$ cat src/rtl/serial_subtractor.sv
// ---------------------------------------------------------------------------
// serial_subtractor
// Bit-serial subtractor: one full-subtractor cell and a registered borrow
// process one bit per clock, LSB first. It computes
// o_diff = i_minuend - i_subtrahend - i_bin modulo 2^WIDTH and returns the
// borrow out of the MSB.
//
// Parameters:
//   WIDTH         operand/result width in bits (>= 1)
//
// Ports:
//   i_clk         clock, rising edge
//   i_rst         synchronous active-high reset
//   i_valid       operands valid
//   o_ready       block can accept operands (IDLE and not in reset)
//   i_minuend     operand A
//   i_subtrahend  operand B
//   i_bin         borrow-in
//   o_valid       result valid (DONE)
//   i_ready       downstream accepts the result
//   o_diff        A - B - bin, modulo 2^WIDTH
//   o_borrow      borrow out of the MSB
//   o_busy        high in SHIFT or DONE
//   o_overflow    two's-complement overflow flag (only with the macro below)
//
// Optional feature macro: SERIAL_SUBTRACTOR_OVERFLOW_EN adds o_overflow.
// ---------------------------------------------------------------------------
module serial_subtractor #(
    parameter int unsigned WIDTH = 8
) (
    input  logic             i_clk,
    input  logic             i_rst,
    input  logic             i_valid,
    output logic             o_ready,
    input  logic [WIDTH-1:0] i_minuend,
    input  logic [WIDTH-1:0] i_subtrahend,
    input  logic             i_bin,
    output logic             o_valid,
    input  logic             i_ready,
    output logic [WIDTH-1:0] o_diff,
    output logic             o_borrow,
`ifdef SERIAL_SUBTRACTOR_OVERFLOW_EN
    output logic             o_overflow,
`endif
    output logic             o_busy
);

    localparam int unsigned CNT_W = $clog2(WIDTH + 1);

    typedef enum logic [1:0] {
        ST_IDLE  = 2'd0,
        ST_SHIFT = 2'd1,
        ST_DONE  = 2'd2
    } state_t;

    state_t             state_q, state_d;
    logic [WIDTH-1:0]   a_q, a_d;
    logic [WIDTH-1:0]   b_q, b_d;
    logic [WIDTH-1:0]   res_q, res_d;
    logic               br_q, br_d;
    logic [CNT_W-1:0]   cnt_q, cnt_d;
    logic [WIDTH-1:0]   diff_q, diff_d;
    logic               borrow_q, borrow_d;
`ifdef SERIAL_SUBTRACTOR_OVERFLOW_EN
    logic               ovf_q, ovf_d;
`endif

    // Full-subtractor cell on the current LSBs
    logic               bit_a, bit_b, d_bit, br_nxt;
    logic [WIDTH-1:0]   res_shift;

    always_comb begin
        bit_a     = a_q[0];
        bit_b     = b_q[0];
        d_bit     = bit_a ^ bit_b ^ br_q;
        br_nxt    = (~bit_a & bit_b) | (~(bit_a ^ bit_b) & br_q);
        // New bit enters at the MSB so the result is LSB-aligned after WIDTH shifts
        res_shift = (res_q >> 1) | (WIDTH'(d_bit) << (WIDTH - 1));
    end

    // Next-state and datapath update
    always_comb begin
        state_d  = state_q;
        a_d      = a_q;
        b_d      = b_q;
        res_d    = res_q;
        br_d     = br_q;
        cnt_d    = cnt_q;
        diff_d   = diff_q;
        borrow_d = borrow_q;
`ifdef SERIAL_SUBTRACTOR_OVERFLOW_EN
        ovf_d    = ovf_q;
`endif
        case (state_q)
            ST_IDLE: begin
                if (i_valid) begin
                    a_d     = i_minuend;
                    b_d     = i_subtrahend;
                    br_d    = i_bin;
                    res_d   = '0;
                    cnt_d   = CNT_W'(WIDTH);
                    state_d = ST_SHIFT;
                end
            end
            ST_SHIFT: begin
                a_d   = a_q >> 1;
                b_d   = b_q >> 1;
                res_d = res_shift;
                br_d  = br_nxt;
                cnt_d = cnt_q - CNT_W'(1);
                if (cnt_q == CNT_W'(1)) begin
                    diff_d   = res_shift;
                    borrow_d = br_nxt;
`ifdef SERIAL_SUBTRACTOR_OVERFLOW_EN
                    // Borrow into MSB vs borrow out of MSB
                    ovf_d    = br_q ^ br_nxt;
`endif
                    state_d  = ST_DONE;
                end
            end
            ST_DONE: begin
                if (i_ready) begin
                    state_d = ST_IDLE;
                end
            end
            default: state_d = ST_IDLE;
        endcase
    end

    // State and datapath registers; reset discards any in-flight operation
    always_ff @(posedge i_clk) begin
        if (i_rst) begin
            state_q  <= ST_IDLE;
            a_q      <= '0;
            b_q      <= '0;
            res_q    <= '0;
            br_q     <= 1'b0;
            cnt_q    <= '0;
            diff_q   <= '0;
            borrow_q <= 1'b0;
`ifdef SERIAL_SUBTRACTOR_OVERFLOW_EN
            ovf_q    <= 1'b0;
`endif
        end else begin
            state_q  <= state_d;
            a_q      <= a_d;
            b_q      <= b_d;
            res_q    <= res_d;
            br_q     <= br_d;
            cnt_q    <= cnt_d;
            diff_q   <= diff_d;
            borrow_q <= borrow_d;
`ifdef SERIAL_SUBTRACTOR_OVERFLOW_EN
            ovf_q    <= ovf_d;
`endif
        end
    end

    // Status outputs decode the state register; o_ready is also masked by reset
    assign o_ready  = (state_q == ST_IDLE) & ~i_rst;
    assign o_valid  = (state_q == ST_DONE);
    assign o_busy   = (state_q != ST_IDLE);
    assign o_diff   = diff_q;
    assign o_borrow = borrow_q;
`ifdef SERIAL_SUBTRACTOR_OVERFLOW_EN
    assign o_overflow = ovf_q;
`endif

endmodule

$ cat config.mk
export PLATFORM = sky130hd
export DESIGN_NAME = serial_subtractor
export DESIGN_NICKNAME = d
export VERILOG_FILES = /design/src/rtl/serial_subtractor.sv
export SDC_FILE = /design/constraint.sdc
export NUM_CORES = 1
export LEC_CHECK = 0
export ABC_CLOCK_PERIOD_IN_PS = 1320
export CAP_MARGIN = 10
export CORE_MARGIN = 2
export CORE_UTILIZATION = 46
export DETAILED_ROUTE_END_ITERATION = 10
export PLACE_DENSITY_LB_ADDON = 0.3
export SLEW_MARGIN = 20
export SYNTH_ARGS = -nofsm -noshare
export SYNTH_HDL_FRONTEND = slang
export SYNTH_SLANG_ARGS = --single-unit
$ cat constraint.sdc
create_clock -name i_clk -period 1.32 [get_ports i_clk]
set_clock_uncertainty 0.2 [all_clocks]
set_input_delay 0.264 -clock i_clk [delete_from_list [all_inputs] [get_ports i_clk]]
set_output_delay 0.264 -clock i_clk [all_outputs]
set_load 0.01 [all_outputs]
# Word level (Yosys, flattened, before mapping)
# Index checks and enable logic that the tools add are counted.
[totals] output_inout_bits=12 reg_bits=40 latchBits=0 rom_bits=0 memories=0 input_bits=21 mem_bits_rw=0
[classes] shift=0 n_mul=0 muxes=14 add_sub_neg=1 n_reduce_logical=6 n_eq_ne=6 n_lt_le_gt_ge=0 div_mod_pow=0 bitwise_logic=10
[ops] cell="one-hot mux 8 bit (2 select lines)" n=3
[ops] cell="2-to-1 mux 8 bit" n=3
[ops] cell="OR 7 x 8 -> 8 bit" n=1
[ops] cell="one-hot mux 4 bit (2 select lines)" n=1
[ops] cell="2-to-1 mux 2 bit" n=3
[ops] cell="one-hot mux 2 bit (3 select lines)" n=1
[ops] cell="equality test 4 x 1 -> 1 bit (second input constant)" n=1
[ops] cell="2-to-1 mux 4 bit" n=1
[ops] cell="inequality test 2 bit (second input constant)" n=2
[ops] cell="AND reduction 2 bit" n=2
[ops] cell="nonzero test 2 bit" n=2
[ops] cell="subtractor 4 x 1 -> 4 bit (second input constant)" n=1
[ops] cell="AND 1 bit" n=3
[ops] cell="NOT 1 bit" n=3
[ops] cell="AND reduction 3 bit" n=1
[ops] cell="equality test 2 x 1 -> 1 bit (second input constant)" n=1
[ops] cell="equality test 2 bit (second input constant)" n=1
[ops] cell="zero test 2 bit" n=1
[ops] cell="inequality test 2 x 1 -> 1 bit (second input constant)" n=1
[ops] cell="one-hot mux 1 bit (2 select lines)" n=1
[ops] cell="XOR 1 bit" n=2
[ops] cell="2-to-1 mux 1 bit" n=1
[ops] cell="OR 1 bit" n=1

# Longest topological paths before layout
[logic_depth] word_depth=5 ltp_mapped=6 ltp_nobuf=5

# Least setup slack after synthesis
# Ideal clock, no wire load.
[synth_timing] path_type="reg-to-output" startpoint="register state_q[0]" endpoint="output o_ready" n_path_buf=2 t_arrival_ns=1.001 path_stages_with_launch=6 setup_slack_ns=-0.145 path_cell_list="dfxtp_1 > buf_4 > inv_2 > buf_4 > nand2_1 > nor2_1"
[synth_via] elab_chain_cells=2
[synth_lines] item="start: declaration" line_no="56" source="state_t state_q, state_d;"
[synth_lines] item="start signal: assignment" line_no="145" source="state_q <= state_d;"
[synth_lines] item="zero test 2 bit" line_no="160" source="assign o_ready = (state_q == ST_IDLE) & ~i_rst;"
[synth_lines] item="AND 1 bit" line_no="160"
[synth_lines] item="end: declaration" line_no="34" source="output logic o_ready,"
# Every way passes these cells.

# Worst setup path after layout
[layout_timing] startpoint="register state_q[1]" endpoint="output o_ready"
# The elaborated chain is that of the path after synthesis.

==> results by group <==
Global route
  – Largest net degree at the start of global routing: 48
  – GR Overflow Total: 0
  – First-pass GRT wire length: 7859 um
  – Vias in the first global route: 1680
  – Overall global routing resource usage: 0.2450
  – Initial antenna violation count: 0

Final layout
  – Share of layout cells above drive strength 1: 0.4960
  – Commonest non-fill, non-tap cells in the layout: 28 x nor2_1, 24 x buf_4, 23 x dfxtp_1, 18 x clkdlybuf4s50_1
  – Final nets: 275
  – Fin util: 0.7516
  – Ant diodes: 0
  – FILL cells: 249
  – P&R area growth vs syn: 58.45%
  – Commonest non-fill, non-tap cell in the layout: nor2_1

Routing
  – Vias: 1677
  – Detailed-route DRC error count: 0
  – Post-route ant nets: 0
  – 1st-iter DRT viols: 86
  – Routed WL: 4868 um
  – TritonRoute pass-1 iters: 4
  – Via-per-instance ratio: 5.590
  – Drt wl/cell: 16.23 um

Critical path
  – Slowest CP cell: dfxtp_4
  – WP data arrival: 1000 ps
  – CP endpoint kind: output pin
  – CP max FO: 4
  – CP Cell Sequence: inv_2 > nand2_4 > nor2_4 > buf_6
  – Crit Path Class: reg2out
  – CP max stage delay: 370 ps
  – CP startpoint kind: flop
  – Data required, critical path: 860 ps

Synthesis
  – Post-synthesis compound-gate area fraction: 0.2458
  – Synth Area in Adders: 0.02634
  – Mapped Cells: 189
  – Synth Cell Area: 0.001710 mm^2
  – Async S/R FF share, synth: 0
  – Syn Area/Cell: 9.050 um^2
  – Post-Synth XOR/XNOR Area: 0
  – Ys flop type: dfxtp_1
  – Synth Warn #: 0
  – Mapped Nets: 213
  – Fraction of the mapped netlist area in simple logic gates: 0.1968
  – Main combinational cell family by area after synthesis: compound AO/OA/AOI/OAI gates
  – Seq/Total Area, Yosys: 0.4565
  – Fraction of synthesized area in multiplexers: 0.005852
  – Yosys cell types: 33
  – FF+latch count, synth: 39
  – Number of flops mapped to enable cells by yosys: 0

STA
  – Worst slew margin: 0.7678
  – RSZ-0062 raised after global routing: true
  – Post-route worst setup slack: -144.4 ps
  – Final Max Slew Viols: 0
  – Min Tclk post-route: 1464 ps
  – Final period util: 1.109
  – Final Hold Fails: 0
  – Fmax: 682.9 MHz
  – Setup violators final: 41
  – WHS: 259.5 ps
  – Least-Margin Pin Slew: 348.2 ps

CTS
  – Total CTS buffers: 5
  – Clock-pin slew on the worst setup and hold paths: 80 ps
  – CTS Sinks: 39
  – Root buffer cell: clkbuf_8
  – Clk buf depth: 2
  – H-tree levels: 2
  – Hold Buf Count CTS: 0
  – Clk Latency, worst-skew pair: 300 ps
  – CTS tree: yes

Die
  – Core Region: 0.003606 mm^2
  – Die Area: 0.004222 mm^2
  – Initial Utilization: 0.4743
  – # rows: 22
  – Die Span Y: 64.98 um
  – I/O pin count: 33
  – Die W: 64.98 um

Placed design
  – RD Place Congestion: 0.7870
  – # port buffers: 32
  – Detailed Place HPWL: 2707 um

Run
  – Maxcap violations: 0

Pwr
  – Cell leakage power: 0.001056 uW
  – Pwr per Cell Area: 1124 mW/mm^2
  – Maximum vdd ir drop: 638.3 uV

Worst hold path
  – HP Class: reg2reg

Status
  – Status: finished, violations left
  – Failing checks: setup timing
==> sequential cells by signal, indices dropped and copies added (netlist names) <==
signal / count
a_q: 8
b_q: 8
o_diff: 8
cnt_q: 4
res_q: 7
o_borrow: 1
br_q: 1
state_q: 2
==> cell families after synthesis <==
kind of cell | after synthesis
AO/OA/AOI/OAI | 57
adder cells (fa/ha/maj) | 3
buffers and inverters | 23
flip-flops | 39
multiplexers | 1
AND/OR/NAND/NOR | 66
==> layout make-up <==
type                    instances  area, um^2  area share
inverters                       7       28.78     0.01062
clock inverters                 2       35.03     0.01293
multi-input cells             127        1047      0.3864
well taps                      48       60.06     0.02216
clock buffers                   6       82.58     0.03047
repair buffers                 71       650.6      0.2401
flip-flops and latches         39       805.8      0.2973
==> worst max-delay path, delay by kind of cell (launching register included) <==
kind	cells	cell delay [ps]
simple gates	2	140
buf+inv	2	190
flops	1	370
==> cell usage after synthesis, drive strengths merged, types with 2 or more instances <==
library cell,number,share of area
inv,7,0.015
dfxtp,39,0.46
a211oi,16,0.070
ha,2,0.015
buf,10,0.040
nor2,38,0.083
o2bb2ai,11,0.056
a22oi,10,0.044
nor2b,2,0.0073
nand2b,9,0.033
clkbuf,6,0.013
o21ai,9,0.026
nor3b,2,0.012
nand4b,8,0.041
a221oi,2,0.010
o22ai,3,0.011
nand2,3,0.0066
==> metrics by stage <==
step	instance area [um^2]	std cells	TNS [ps]	power (uW)	setup WS (ps)
3_5_place_dp	2278	282	-15350	1853	-518.3
5_1_grt	2710	300	-5304	3168	-172.0
3_3_place_gp	2278	282	-14410	1830	-489.1
4_1_cts	2698	297	-2155	3014	-114.7
2_1_floorplan	1759	189	-39.93	1623	-24.74
6_report	2710	300	-3243	3047	-144.4
==> layer usage <==
metal  GRT usage  share of wire  vias up
met5           0              0        -
met4      0.1197          0.015        0
met3     0.04340          0.047        7
met2      0.4214           0.51       51
met1      0.2928           0.43      807
li1            -              -      812
==> final timing paths <==
| kind | endpoint | cells past startpoint | slack, ps | start |
|---|---|---|---|---|
| setup / recovery | o_ready | 4 | -140 | state_q[1] |
| hold / removal | o_diff[2] | 2 | 260 | o_diff[2] |
| setup reg to reg | b_q[2] | 5 | -130 | state_q[1] |
| hold reg to reg | o_diff[2] | 2 | 260 | o_diff[2] |
==> where the power goes <==
group          internal [uW]  switching [uW]  total, uW
Sequential              1250            60.0       1310
Clock                    612             424       1040
Combinational            372             327        699
==> what timing repair did <==
action,4_1_cts,5_1_grt
pin swaps,29,13
buffers inserted,4,3
resized for setup,113,28
gates cloned,4,0
setup endpoints to repair,51,51
(Power assumes the default switching activity.)
